$ cat src/rtl/mips_pipe_pkg.sv
// Shared constants and types for the MIPS pipeline ID/EX stage.
// The ID_EX_FORWARD_EN macro (used by id_ex_stage/hazard_fwd_unit) selects forwarding vs. stall-only hazards.
package mips_pipe_pkg;

  localparam int PIPE_DATA_W = 32;
  localparam int PIPE_REG_AW = 5;
  localparam int PIPE_CTRL_W = 4;

  // ADD must stay at zero so a bubble drives an all-zero aluctr.
  localparam logic [PIPE_CTRL_W-1:0] ALU_ADD  = 4'd0;
  localparam logic [PIPE_CTRL_W-1:0] ALU_SUB  = 4'd1;
  localparam logic [PIPE_CTRL_W-1:0] ALU_AND  = 4'd2;
  localparam logic [PIPE_CTRL_W-1:0] ALU_OR   = 4'd3;
  localparam logic [PIPE_CTRL_W-1:0] ALU_XOR  = 4'd4;
  localparam logic [PIPE_CTRL_W-1:0] ALU_NOR  = 4'd5;
  localparam logic [PIPE_CTRL_W-1:0] ALU_SLT  = 4'd6;
  localparam logic [PIPE_CTRL_W-1:0] ALU_SLL  = 4'd7;
  localparam logic [PIPE_CTRL_W-1:0] ALU_SRL  = 4'd8;
  localparam logic [PIPE_CTRL_W-1:0] ALU_SRA  = 4'd9;
  localparam logic [PIPE_CTRL_W-1:0] ALU_LUI  = 4'd10;
  localparam logic [PIPE_CTRL_W-1:0] ALU_ANDI = 4'd11;
  localparam logic [PIPE_CTRL_W-1:0] ALU_ORI  = 4'd12;
  localparam logic [PIPE_CTRL_W-1:0] ALU_XORI = 4'd13;

  typedef enum logic [1:0] {
    FWD_RF,
    FWD_EXMEM,
    FWD_MEMWB
  } fwd_sel_t;

  typedef struct packed {
    logic       valid;
    logic       regwrite;
    logic       memread;
    logic       memwrite;
    logic       memtoreg;
    logic       alusrc;
    logic [4:0] shamt;
  } id_ex_t;

  localparam id_ex_t BUBBLE = '0;

endpackage

$ cat src/rtl/hazard_fwd_unit.sv
// Combinational load-use / RAW stall and operand forwarding select generation.
// ID_EX_FORWARD_EN defined: forward from EX/MEM and MEM/WB, stall only on load-use; undefined: stall on any RAW.
module hazard_fwd_unit
  import mips_pipe_pkg::*;
#(
  parameter int REG_AW = 5
) (
  input  logic              id_valid,
  input  logic [REG_AW-1:0] id_rs,
  input  logic [REG_AW-1:0] id_rt,
  input  logic              id_alusrc,
  input  logic              id_memwrite,
  input  logic              ex_valid,
  input  logic              ex_regwrite,
  input  logic              ex_memread,
  input  logic [REG_AW-1:0] ex_rs,
  input  logic [REG_AW-1:0] ex_rt,
  input  logic [REG_AW-1:0] ex_rd,
  input  logic              exmem_regwrite,
  input  logic [REG_AW-1:0] exmem_rd,
  input  logic              memwb_regwrite,
  input  logic [REG_AW-1:0] memwb_rd,
  output logic              stall,
  output fwd_sel_t          fwd_a,
  output fwd_sel_t          fwd_b
);

  // rt is a real source for R-type ops and for stores (store data).
  function automatic logic id_reads(input logic [REG_AW-1:0] r, input logic [REG_AW-1:0] rs,
                                    input logic [REG_AW-1:0] rt, input logic rt_used);
    return (r != '0) && ((r == rs) || (rt_used && (r == rt)));
  endfunction

  function automatic fwd_sel_t pick_src(input logic [REG_AW-1:0] r,
                                        input logic xw, input logic [REG_AW-1:0] xrd,
                                        input logic ww, input logic [REG_AW-1:0] wrd);
    if (r != '0 && xw && xrd == r)
      return FWD_EXMEM;
    else if (r != '0 && ww && wrd == r)
      return FWD_MEMWB;
    else
      return FWD_RF;
  endfunction

  logic rt_used;
  assign rt_used = ~id_alusrc | id_memwrite;

`ifdef ID_EX_FORWARD_EN
  logic unused_nofwd;
  assign unused_nofwd = ex_regwrite;

  always_comb begin
    stall = 1'b0;
    fwd_a = FWD_RF;
    fwd_b = FWD_RF;
    stall = id_valid && ex_valid && ex_memread && id_reads(ex_rd, id_rs, id_rt, rt_used);
    fwd_a = pick_src(ex_rs, exmem_regwrite, exmem_rd, memwb_regwrite, memwb_rd);
    fwd_b = pick_src(ex_rt, exmem_regwrite, exmem_rd, memwb_regwrite, memwb_rd);
  end
`else
  logic unused_fwd;
  assign unused_fwd = ^{ex_memread, ex_rs, ex_rt, memwb_regwrite, memwb_rd};

  // Without forwarding, wait until the producer has left EX/MEM; the regfile is write-first for MEM/WB.
  always_comb begin
    stall = 1'b0;
    fwd_a = FWD_RF;
    fwd_b = FWD_RF;
    stall = id_valid &&
            ((ex_valid && ex_regwrite && id_reads(ex_rd, id_rs, id_rt, rt_used)) ||
             (exmem_regwrite && id_reads(exmem_rd, id_rs, id_rt, rt_used)));
  end
`endif

endmodule

$ cat src/rtl/id_ex_stage.sv
// ID/EX pipeline register with EX-side operand muxing; hazards come from hazard_fwd_unit.
// Optional macro ID_EX_FORWARD_EN enables EX/MEM and MEM/WB forwarding.
module id_ex_stage
  import mips_pipe_pkg::*;
#(
  parameter int DATA_W = PIPE_DATA_W,
  parameter int REG_AW = PIPE_REG_AW,
  parameter int CTRL_W = PIPE_CTRL_W
) (
  input  logic              clk,
  input  logic              rst_n,
  input  logic              id_valid,
  input  logic [REG_AW-1:0] id_rs,
  input  logic [REG_AW-1:0] id_rt,
  input  logic [REG_AW-1:0] id_rd,
  input  logic [DATA_W-1:0] id_rs_data,
  input  logic [DATA_W-1:0] id_rt_data,
  input  logic [DATA_W-1:0] id_imm,
  input  logic [CTRL_W-1:0] id_aluctr,
  input  logic [4:0]        id_shamt,
  input  logic              id_alusrc,
  input  logic              id_regwrite,
  input  logic              id_memread,
  input  logic              id_memwrite,
  input  logic              id_memtoreg,
  input  logic              flush,
  input  logic              exmem_regwrite,
  input  logic [REG_AW-1:0] exmem_rd,
  input  logic [DATA_W-1:0] exmem_result,
  input  logic              memwb_regwrite,
  input  logic [REG_AW-1:0] memwb_rd,
  input  logic [DATA_W-1:0] memwb_data,
  output logic              stall,
  output logic [DATA_W-1:0] alu_srcA,
  output logic [DATA_W-1:0] alu_srcB,
  output logic [CTRL_W-1:0] alu_aluctr,
  output logic [4:0]        alu_shamt,
  output logic [DATA_W-1:0] ex_store_data,
  output logic [REG_AW-1:0] ex_rd,
  output logic              ex_valid,
  output logic              ex_regwrite,
  output logic              ex_memread,
  output logic              ex_memwrite,
  output logic              ex_memtoreg
);

  id_ex_t            ctrl_q;
  logic [REG_AW-1:0] rs_q, rt_q, rd_q;
  logic [DATA_W-1:0] rs_data_q, rt_data_q, imm_q;
  logic [CTRL_W-1:0] aluctr_q;
  fwd_sel_t          fwd_a, fwd_b;
  logic [DATA_W-1:0] rs_val, rt_val;

  hazard_fwd_unit #(.REG_AW(REG_AW)) u_hazard (
    .id_valid       (id_valid),
    .id_rs          (id_rs),
    .id_rt          (id_rt),
    .id_alusrc      (id_alusrc),
    .id_memwrite    (id_memwrite),
    .ex_valid       (ctrl_q.valid),
    .ex_regwrite    (ctrl_q.regwrite),
    .ex_memread     (ctrl_q.memread),
    .ex_rs          (rs_q),
    .ex_rt          (rt_q),
    .ex_rd          (rd_q),
    .exmem_regwrite (exmem_regwrite),
    .exmem_rd       (exmem_rd),
    .memwb_regwrite (memwb_regwrite),
    .memwb_rd       (memwb_rd),
    .stall          (stall),
    .fwd_a          (fwd_a),
    .fwd_b          (fwd_b)
  );

  // A bubble clears every field, including rs/rt, so it can never match a forward source.
  always_ff @(posedge clk or negedge rst_n) begin
    if (!rst_n) begin
      ctrl_q    <= BUBBLE;
      rs_q      <= '0;
      rt_q      <= '0;
      rd_q      <= '0;
      rs_data_q <= '0;
      rt_data_q <= '0;
      imm_q     <= '0;
      aluctr_q  <= CTRL_W'(ALU_ADD);
    end else if (flush || stall || !id_valid) begin
      ctrl_q    <= BUBBLE;
      rs_q      <= '0;
      rt_q      <= '0;
      rd_q      <= '0;
      rs_data_q <= '0;
      rt_data_q <= '0;
      imm_q     <= '0;
      aluctr_q  <= CTRL_W'(ALU_ADD);
    end else begin
      ctrl_q.valid    <= 1'b1;
      ctrl_q.regwrite <= id_regwrite;
      ctrl_q.memread  <= id_memread;
      ctrl_q.memwrite <= id_memwrite;
      ctrl_q.memtoreg <= id_memtoreg;
      ctrl_q.alusrc   <= id_alusrc;
      ctrl_q.shamt    <= id_shamt;
      rs_q            <= id_rs;
      rt_q            <= id_rt;
      rd_q            <= id_rd;
      rs_data_q       <= id_rs_data;
      rt_data_q       <= id_rt_data;
      imm_q           <= id_imm;
      aluctr_q        <= id_aluctr;
    end
  end

  always_comb begin
    rs_val = rs_data_q;
    rt_val = rt_data_q;
    case (fwd_a)
      FWD_EXMEM: rs_val = exmem_result;
      FWD_MEMWB: rs_val = memwb_data;
      default:   rs_val = rs_data_q;
    endcase
    case (fwd_b)
      FWD_EXMEM: rt_val = exmem_result;
      FWD_MEMWB: rt_val = memwb_data;
      default:   rt_val = rt_data_q;
    endcase
  end

  assign alu_srcA      = rs_val;
  assign alu_srcB      = ctrl_q.alusrc ? imm_q : rt_val;
  assign ex_store_data = rt_val;
  assign alu_aluctr    = aluctr_q;
  assign alu_shamt     = ctrl_q.shamt;
  assign ex_rd         = rd_q;
  assign ex_valid      = ctrl_q.valid;
  assign ex_regwrite   = ctrl_q.regwrite;
  assign ex_memread    = ctrl_q.memread;
  assign ex_memwrite   = ctrl_q.memwrite;
  assign ex_memtoreg   = ctrl_q.memtoreg;

endmodule
$ cat config.mk
export PLATFORM = sky130hd
export DESIGN_NAME = id_ex_stage
export DESIGN_NICKNAME = d
export VERILOG_FILES = /design/src/rtl/mips_pipe_pkg.sv /design/src/rtl/hazard_fwd_unit.sv /design/src/rtl/id_ex_stage.sv
export SDC_FILE = /design/constraint.sdc
export NUM_CORES = 1
export LEC_CHECK = 0
export BUFFER_PORTS_ARGS = -buffer_cell sky130_fd_sc_hd__buf_4
export CAP_MARGIN = 40
export CORE_ASPECT_RATIO = 1.75
export CORE_MARGIN = 2
export CORE_UTILIZATION = 25
export DETAILED_ROUTE_END_ITERATION = 7
export PLACE_DENSITY = 0.6
export SETUP_SLACK_MARGIN = 0.2
export SLEW_MARGIN = 20
export SYNTH_ARGS = -nofsm -noshare
export SYNTH_HDL_FRONTEND = slang
export SYNTH_HIERARCHICAL = 1
export SYNTH_SLANG_ARGS = --single-unit
$ cat constraint.sdc
create_clock -name clk -period 1.6 [get_ports clk]
set_input_delay 0.32 -clock clk [delete_from_list [all_inputs] [get_ports clk]]
set_output_delay 0.32 -clock clk [all_outputs]
set_load 0.03 [all_outputs]
# Word-level counts from Yosys, hierarchy flattened
# Index checks and enable logic that the tools add are counted.
# totals
regBits	116
out_inout_bits	116
word_cells	41
# classes
eq_ne	4
mux	7
bitwise_logic	2
n_reduce_logical	16
# ops
op	n
$mux W32	4
$eq A5 B5 Y1	4
$mux W11	1
$reduce_bool A5 Y1	2
$logic_and A1 B1 Y1	8
$logic_or A1 B1 Y1	5
$mux W5	1
$mux W4	1
$logic_not A1 Y1	1
$not A1 Y1	1
$or A1 B1 Y1	1

# Logic depth before layout (Yosys ltp)
# Gate-level depths: netlist of the first run.
# depth
depth_word	11
depth_mapped	8
mapped_depth_nobuf	6

# Cells and area by module
# Netlist of the first run, hierarchy kept.
# modules_own_cells
module	instances	cells_each	area_per_inst_um2	seq_area_each_um2
id_ex_stage	1	567	5763.0	3153.0
hazard_fwd_unit	1	42	311.5	0.0

# Least setup slack after synthesis of the first run
# OpenSTA, ideal clock, no wires.
# synth_path
kind	in2reg
startpoint	in id_rt[4]
endpoint	reg rs_data_q[0]
arrival_ns	2.056
t_required_ns	1.481
path_slack_ns	-0.575
cell_stages	8
path_buffers	2
path_cell_list	xor2_1 -> nor4_1 -> a32oi_1 -> o2bb2ai_1 -> nor3b_4 -> buf_6 -> buf_6 -> and2_1
# synth_between
elab_chain_len	10
elab_cells_between_ends	15
cone_classes	2 x eq/ne; 1 x mux; 12 x reduce/logical
# synth_rtl
element	line_no	text
start: declaration	id_ex_stage.sv:14	input logic [REG_AW-1:0] id_rt,
$eq A5 B5 Y1	hazard_fwd_unit.sv:31	return (r != '0) && ((r == rs) || (rt_used && (r == rt)));
$logic_and A1 B1 Y1	hazard_fwd_unit.sv:31	
$logic_or A1 B1 Y1	hazard_fwd_unit.sv:31	
$logic_and A1 B1 Y1	hazard_fwd_unit.sv:31	
$logic_and A1 B1 Y1, on equally long branches	hazard_fwd_unit.sv:70, hazard_fwd_unit.sv:71	
$logic_or A1 B1 Y1 (*)	hazard_fwd_unit.sv:70	((ex_valid && ex_regwrite && id_reads(ex_rd, id_rs, id_rt, rt_used)) ||
$logic_and A1 B1 Y1 (*)	hazard_fwd_unit.sv:69	stall = id_valid &&
via stall	id_ex_stage.sv:33	output logic stall,
$logic_or A1 B1 Y1 (*) (2 in series)	id_ex_stage.sv:86	end else if (flush || stall || !id_valid) begin
$mux W32 (*)	id_ex_stage.sv:86	
end signal: assignment	id_ex_stage.sv:106	rs_data_q <= id_rs_data;
end: declaration	id_ex_stage.sv:49	logic [DATA_W-1:0] rs_data_q, rt_data_q, imm_q;
# Mark *: on every way through the listed nets, which the timed path passes. The rest lies on a longest branch.

# Worst setup path after layout of the first run
# layout_path
startpoint	reg rd_q[2] (netlist: ex_rd[2])
endpoint	reg imm_q[10]
# layout_between
elab_chain_len	10
elab_cells_between_ends	12
cone_classes	2 x eq/ne; 1 x mux; 9 x reduce/logical
# layout_rtl
element	line_no	text
start: declaration	id_ex_stage.sv:48	logic [REG_AW-1:0] rs_q, rt_q, rd_q;
start signal: assignment	id_ex_stage.sv:105	rd_q <= id_rd;
$eq A5 B5 Y1	hazard_fwd_unit.sv:31	
$logic_and A1 B1 Y1	hazard_fwd_unit.sv:31	
$logic_or A1 B1 Y1	hazard_fwd_unit.sv:31	
$logic_and A1 B1 Y1 (*)	hazard_fwd_unit.sv:31	
$logic_and A1 B1 Y1 (*)	hazard_fwd_unit.sv:70	
$logic_or A1 B1 Y1 (*)	hazard_fwd_unit.sv:70	
$logic_and A1 B1 Y1 (*)	hazard_fwd_unit.sv:69	
$logic_or A1 B1 Y1 (*) (2 in series)	id_ex_stage.sv:86	
$mux W32 (*)	id_ex_stage.sv:86	
end signal: assignment	id_ex_stage.sv:108	imm_q <= id_imm;
end: declaration	id_ex_stage.sv:49	
# Every way passes the cells marked *; elsewhere a longest branch is shown, timed or not.

==> summary.md, run 1 <==
| Metric | Value |
|---|---|
| Post-route worst setup slack | `-0.4573 ns` |
| Most frequent cells in the layout | `279 x buf_4, 112 x and2_1, 110 x dfrtp_1` |
| Crit path DAT | `2.41 ns` |
| MaxCap Viol Count | `0` |
| DRT Wirelength | `between 20 and 30 mm` |
| Synthesis-to-layout area growth | `87.80%` |
| Commonest non-fill, non-tap cell in the layout | `buf_4` |
| Overflow after GRT | `0` |
| Power Internal | `a little under 7 mW` |
| Num CTS Buffers | `17` |
| Combinational power share | `31.9%` |
| Core Region | `22,650 um^2` |
| CP dominant cell by count | `buf_4` |
| Final core occ | `roughly 48%` |
| RSZ-0062 raised after global routing | `yes` |
| PortBufs | `314` |
| Vias per Instance | `4.705` |
| Seq pwr share | `30.9%` |
| Overall Power | `around 10 mW` |
| TritonCTS Sinks | `between 100 and 150` |
| Worst Path Max Fanout | `7` |
| Worst setup path start | `ex_rd[2]$_DFF_PN0_` |
| Die height | `204.8 um` |
| Critical path data required time | `between 1.5 and 2 ns` |
| Die Width | `~120 um` |
| Period minus WS final | `a little over 2 ns` |
| Worst-Skew Late Latency | `0.42 ns` |
| Reg2reg start | `ex_rd[2]$_DFF_PN0_` |
| Period utilisation layout | `128.6%` |
| Max-slew violations | `0` |
| Clock slew at the register clock pins of the worst setup and hold paths | `0.06 ns` |
| Reg-to-reg slack, setup | `-0.46 ns` |
| Max layer used | `met4` |
| GRT Overall Usage | `about a fifth` |
| ANT cells | `0` |
| DRC Markers | `0` |
| Hpwl dp | `approximately 16 mm` |
| Max-slew headroom | `a little over half` |
| Drt first pass iters | `5` |
| Status | `finished with violations` |
| Tightest Pin Transition | `0.7169 ns` |
| Syn_area_per_cell | `a little under 10 um^2` |
| Yosys warns | `6` |
| Vias | `5,863` |
| Clock tree buffer depth | `2` |
| Die area | `~24,000 um^2` |
| Fmax | `between 400 and 500 MHz` |
| Hold Violations, Final | `0` |
| Routed WL per cell | `20.11 um` |
| WL met1 | `between 8 and 9 mm` |
| CTS tree | `done` |
| Dpl ws | `-0.5091 ns` |
| Site Rows | `73` |
| Sw Share | `a little under a third` |
| Failing checks | `negative setup slack` |
| Crit path cell chain | `buf_4 -> nor3_4 -> a21oi_2 -> o2bb2ai_4 -> buf_4 -> nor3b_4 -> buf_6 -> clkbuf_16 -> and2_1` |
| First DRT Iteration DRCs | `282` |
| ANT nets after route | `0` |
| CP max stage delay | `between 0.4 and 0.5 ns` |
| Share of cells above drive strength 1 | `55.50%` |
| First-pass GRT wire length | `34.14 mm` |
| Clock group share of total power | `37.2%` |
| Gpl congestion | `around 0.84` |
| # setup viols final | `between 100 and 150` |
| Gate Count Post-Synth | `about 600` |
| Crit path capture | `imm_q[10]$_DFF_PN0_` |
| Worst R2R Path Depth | `9` |
| Clock root cell | `clkbuf_16` |
| Post-Synthesis Cell Area | `slightly below 6000 um^2` |
| Psw | `between 3 and 4 mW` |
| Reg2reg end | `imm_q[10]$_DFF_PN0_` |
| Routed wl met3 | `1.148 mm` |
| Final net count | `~1,100` |
| Met2 Routed Length | `between 10 and 15 mm` |
| Boundary Pins | `approximately 320` |
| Worst vdd ir | `between 600 and 700 uV` |
| CTS HTree Levels | `4` |
| Hold/Removal Path Class | `in -> reg` |
| Startpoint Class | `register` |
| CP max stage cell | `dfrtp_2` |
| Initial core utilization | `25.44%` |
| Skew final | `roughly 0.0075 ns` |
| Largest net degree at the start of global routing | `65` |
| LEAKAGE | `about 5.2 nW` |
| Pwr Density | `about 930 nW/um^2` |
| Worst setup EP type | `register` |
| Vias in the first global route | `roughly 6,000` |
| Crit Path Category | `reg -> reg` |
| Antenna violations before repair | `0` |
==> per-stage QoR <==
step	hold slack [ns]	instance area, um^2	instances	setup TNS, ns
2_1_floorplan	0.02441	6285	592	-35.31
5_1_grt	0.08533	10820	1246	-73.78
4_1_cts	0.08365	10140	1223	-54.88
3_3_place_gp	0.3258	8980	1176	-53.91
6_report	0.1042	10820	1246	-59.55
3_5_place_dp	0.3266	8980	1176	-56.82
==> registers in the layout (all words and copies together), names as in the netlist <==
| name | count |
|---|---|
| imm_q | 32 |
| rs_data_q | 32 |
| rt_data_q | 32 |
| alu_shamt | 5 |
| ex_rd | 5 |
| alu_aluctr | 4 |
| ctrl_q | 1 |
| ex_memread | 1 |
| ex_memtoreg | 1 |
| ex_memwrite | 1 |
| ex_regwrite | 1 |
| ex_valid | 1 |
==> cell type report <==
cell class | count | area (um^2)
fill | 2142 | 11830
timing repair buffer | 377 | 3517
multi-input combinational | 417 | 3428
sequential | 116 | 2913
clock buffer | 22 | 464.2
tap | 300 | 375.4
clock inverter | 10 | 107.6
inverter | 4 | 15.01
==> layer usage <==
layer,global-route usage [%],vias to the layer above
met5,0,-
met4,8.844,0
met3,3.953,47
met2,35.12,243
met1,20.02,2860
li1,-,2713
==> worst min-delay path by stage <==
stage | startpoint | end | cells after the start
2_1_floorplan | rst_n | alu_aluctr[0]$_DFF_PN0_ | 0
3_3_place_gp | rst_n | rs_data_q[28]$_DFF_PN0_ | 1
3_5_place_dp | rst_n | rs_data_q[28]$_DFF_PN0_ | 1
4_1_cts | id_rs_data[15] | rs_data_q[15]$_DFF_PN0_ | 2
5_1_grt | id_rt_data[13] | rt_data_q[13]$_DFF_PN0_ | 2
6_report | id_imm[14] | imm_q[14]$_DFF_PN0_ | 2
==> power by group through the flow <==
| stage | clock network, mW | registers (mW) | logic, mW |
|---|---|---|---|
| after floorplan | 0 | 3.16 | 1.54 |
| after global placement | 0 | 3.14 | 2.62 |
| after detailed placement | 0 | 3.14 | 2.64 |
| after CTS | 3.85 | 3.11 | 2.87 |
| after global routing | 3.98 | 3.13 | 3.38 |
| final | 3.75 | 3.12 | 3.22 |
==> critical path: cells and delay by family (launching register included) <==
family / cells / cell delay (ns)
buf+inv: 4 / 0.67
simple gates: 3 / 0.63
compound gates: 2 / 0.23
flops: 1 / 0.45
==> what timing repair did <==
item | 4_1_cts | 5_1_grt
setup endpoints to repair | 215 | 217
buffers inserted | 8 | 9
gates cloned | 6 | 14
gates resized for setup | 134 | 86
pin swaps | 30 | 22
hold endpoints to repair | 26 | 0
hold buffers | 1 | 0
Power figures use the tool's default switching activity.
==> inputs of run 2 (changes only) <==
--- a/config.mk
+++ b/config.mk
@@ -8,13 +8,10 @@
 export BUFFER_PORTS_ARGS = -buffer_cell sky130_fd_sc_hd__buf_4
 export CAP_MARGIN = 40
 export CORE_ASPECT_RATIO = 1.75
-export CORE_MARGIN = 2
 export CORE_UTILIZATION = 25
 export DETAILED_ROUTE_END_ITERATION = 7
-export PLACE_DENSITY = 0.6
-export SETUP_SLACK_MARGIN = 0.2
+export PLACE_DENSITY = 0.65
 export SLEW_MARGIN = 20
 export SYNTH_ARGS = -nofsm -noshare
 export SYNTH_HDL_FRONTEND = slang
-export SYNTH_HIERARCHICAL = 1
 export SYNTH_SLANG_ARGS = --single-unit
==> run 2 against run 1 <==
The flow still finishes with violations (negative setup slack). Sequential power barely moved. Critical path type is now reg -> out. Clock power rose by 10%. Hold slack improved by 0.019 ns. Die area fell by 25%. Count of clock-buffer cells in the layout did not move. Largest power group unchanged. First-iteration DRC count fell by 65%.
==> summary.md, run 2 <==
| Metric | Value |
|---|---|
| Status | `finished with violations` |
| Failing checks | `negative setup slack` |
| Syn_area_per_cell | `~14 um^2` |
| Yosys top cell area share | `approximately two thirds` |
| First-pass GRT wire length | `approximately 22 mm` |
| Vias | `3,602` |
| Reg2reg start | `ex_rd[1]$_DFF_PN0_` |
| Vias in the first global route | `just over 4,000` |
| Drt first pass iters | `4` |
| Hpwl dp | `9.410 mm` |
| Worst vdd ir | `roughly 560 uV` |
| Period utilisation layout | `139.0%` |
| Final std cells w/o fill | `between 800 and 900` |
| Share of cells above drive strength 1 | `between 60% and 70%` |
| Yosys warns | `0` |
| Post-Synthesis Cell Area | `between 4000 and 5000 um^2` |
| WP buf/inv | `1` |
| Largest area contributor in the netlist | `dfrtp_1` |
| Commonest cells in the netlist | `116 x and2_1, 116 x dfrtp_1, 32 x mux2_2` |
| Gate Count Post-Synth | `321` |
| Max-slew headroom | `78.92%` |
| Initial core utilization | `25.50%` |
| Routed WL per cell | `between 15 and 20 um` |
| Clock root cell | `clkbuf_16` |
| TritonCTS Sinks | `between 100 and 150` |
| Reg-to-reg slack, setup | `-0.55 ns` |
| Synthesis-to-layout area growth | `89.58%` |
| Pwr Density | `~1000 nW/um^2` |
| Num CTS Buffers | `17` |
| HP Start | `id_rs_data[21]` |
| Worst setup EP type | `primary output` |
| Die height | `approximately 180 um` |
| Placed Instance Area | `roughly 6700 um^2` |
| Synth Flop Type | `dfrtp_1` |
| ANT nets after route | `0` |
| DRT Wirelength | `about 15 mm` |
| Post-synth net total | `approximately 530` |
| Skew final | `roughly 0.012 ns` |
| Hold path endpoint | `rs_data_q[21]$_DFF_PN0_` |
| Reg2reg end | `rs_data_q[5]$_DFF_PN0_` |
| Vias per Instance | `4.159` |
| Hold/Removal Path Class | `in -> reg` |
| Overflow after GRT | `0` |
| Antenna violations before repair | `0` |
| PortBufs | `between 200 and 300` |
| Top post-synthesis cells by area | `dfrtp_1 66%, and2_1 16%, mux2_2 8.1%, xor2_1 3.6%, buf_6 1.3%` |
| CTS HTree Levels | `4` |
| Count of cells along the worst hold path | `2` |
| Post-route worst setup slack | `-0.6248 ns` |
| Crit path DAT | `1.90 ns` |
| First DRT Iteration DRCs | `100` |
| Commonest non-fill, non-tap cell in the layout | `buf_4` |
| Top delay family on crit path | `simple AND/OR/NAND/NOR gates` |
| Post-synth EDFFs | `0` |
| Clock tree buffer depth | `2` |
| Period minus WS final | `around 2.2 ns` |
| Max-slew violations | `0` |
| Final net count | `a little over 800` |
| Fmax | `449.5 MHz` |
| LEAKAGE | `4.320 nW` |
| Largest net degree at the start of global routing | `47` |
| Tightest Pin Transition | `0.3133 ns` |
| Worst Path Max Fanout | `2` |
| Most frequent cells in the layout | `234 x buf_4, 111 x dfrtp_1, 96 x and2_1` |
| Site Rows | `64` |
| Crit Path Category | `reg -> out` |
| Synth async-reset ratio | `100.0%` |
| Netlist cell types | `22` |
| Die Width | `a little over 100 um` |
| Critical path data required time | `approximately 1.3 ns` |
| Boundary Pins | `321` |
| Gpl congestion | `just under 0.8` |
| MaxCap Viol Count | `0` |
| DRC Markers | `0` |
| Placed cell count | `approximately 800` |
| CP max stage cell | `or4_4` |
| ANT cells | `0` |
| Synthesized flop and latch total | `~120` |
| Worst-Skew Late Latency | `approximately 0.4 ns` |
| GRT Overall Usage | `17.00%` |
| Core Region | `between 15,000 and 20,000 um^2` |
| Die area | `18,280 um^2` |
| Final standard cell area without fillers | `approximately 8400 um^2` |
| Hold Violations, Final | `0` |
| # setup viols final | `between 100 and 150` |
| Crit path cell chain | `or4_4 -> o211ai_4 -> o22ai_2 -> and2_4 -> buf_6` |
| Top Registers | `imm_q (32), rs_data_q (32), rt_data_q (32)` |
| CTS tree | `done` |
| CP max stage delay | `~0.54 ns` |
| Startpoint Class | `register` |
| RSZ-0062 raised after global routing | `yes` |
| Worst R2R Path Depth | `8` |
| Clock slew at the register clock pins of the worst setup and hold paths | `0.05 ns` |
| Sequential-to-total area share from yosys stat | `about 66%` |
run 2: cell types whose count changed in the layout (fill, tap and decap cells not counted), moves of 25 or more:
| cell | previous run | this run |
|---|---|---|
| nand2_1 | 48 | 0 |
| buf_4 | 279 | 234 |
| buf_6 | 71 | 34 |
| a221oi_1 | 32 | 0 |
| a22oi_1 | 32 | 0 |
| mux2_4 | 0 | 32 |
| o31ai_4 | 32 | 0 |
| o21ai_1 | 25 | 0 |
run 2: layout make-up:
class	instances	area, um^2
Clock buffer	22	464.2
Sequential cell	116	2909
Multi-Input combinational cell	184	1592
Fill cell	1529	8977
Timing Repair Buffer	303	2968
Clock inverter	10	177.7
Tap cell	231	289.0
run 2: routing by layer:
| layer | wire [um] | up-vias | track usage (%) |
|---|---|---|---|
| met5 | 0 | - | 0 |
| met1 | 4943 | 1769 | 15.59 |
| met2 | 8800 | 168 | 32.58 |
| li1 | - | 1632 | - |
| met3 | 892 | 33 | 4.663 |
| met4 | 594 | 0 | 9.167 |
run 2: kinds of logic after synthesis:
kind of cell    synth area share [%]
buf+inv                        3.247
mux                            8.133
compound gates                 1.469
flops                          65.52
simple gates                   17.68
xor+xnor                       3.954
run 2: how the worst max path moves through the flow:
stage | endpoint | slack (ns) | startpoint | cells past startpoint
floorplan | rs_data_q[0]$_DFF_PN0_ | -0.26 | ex_rd[0]$_DFF_PN0_ | 6
global placement | stall | -0.33 | id_rt[4] | 8
detailed placement | stall | -0.32 | id_rt[4] | 8
CTS | stall | -0.70 | ex_rd[1]$_DFF_PN0_ | 5
global route | stall | -0.70 | ex_rd[1]$_DFF_PN0_ | 5
finish | stall | -0.62 | ex_rd[1]$_DFF_PN0_ | 5
run 2: what timing repair did:
action                                 in CTS  in global routing
resized for setup                          93                 36
endpoints found under the hold margin      15                  0
setup endpoints to repair                 149                149
hold buffers                                1                  0
pin swaps                                   7                  2
setup buffers                              15                  1
gates cloned                               19                  0
run 2: per-stage QoR:
step | TNS [ns] | util, % | setup WS, ns | hold WS, ns | power (mW)
floorplan | -24.41 | - | -0.2573 | 0.02441 | 3.657
global placement | -30.52 | 38.52 | -0.3345 | 0.2338 | 4.262
global route | -73.38 | 48.34 | -0.6988 | 0.1076 | 9.025
detailed placement | -31.93 | 38.52 | -0.3245 | 0.2318 | 4.281
finish | -64.03 | 48.34 | -0.6248 | 0.1228 | 8.729
CTS | -65.72 | 48.03 | -0.7023 | 0.1047 | 8.810
run 2: report_power, final:
part	internal (mW)	switching, mW	total, mW
Sequential	3.06	0.0563	3.11
Clock	2.84	1.30	4.14
Combinational	0.813	0.667	1.48
Total	6.71	2.02	8.73
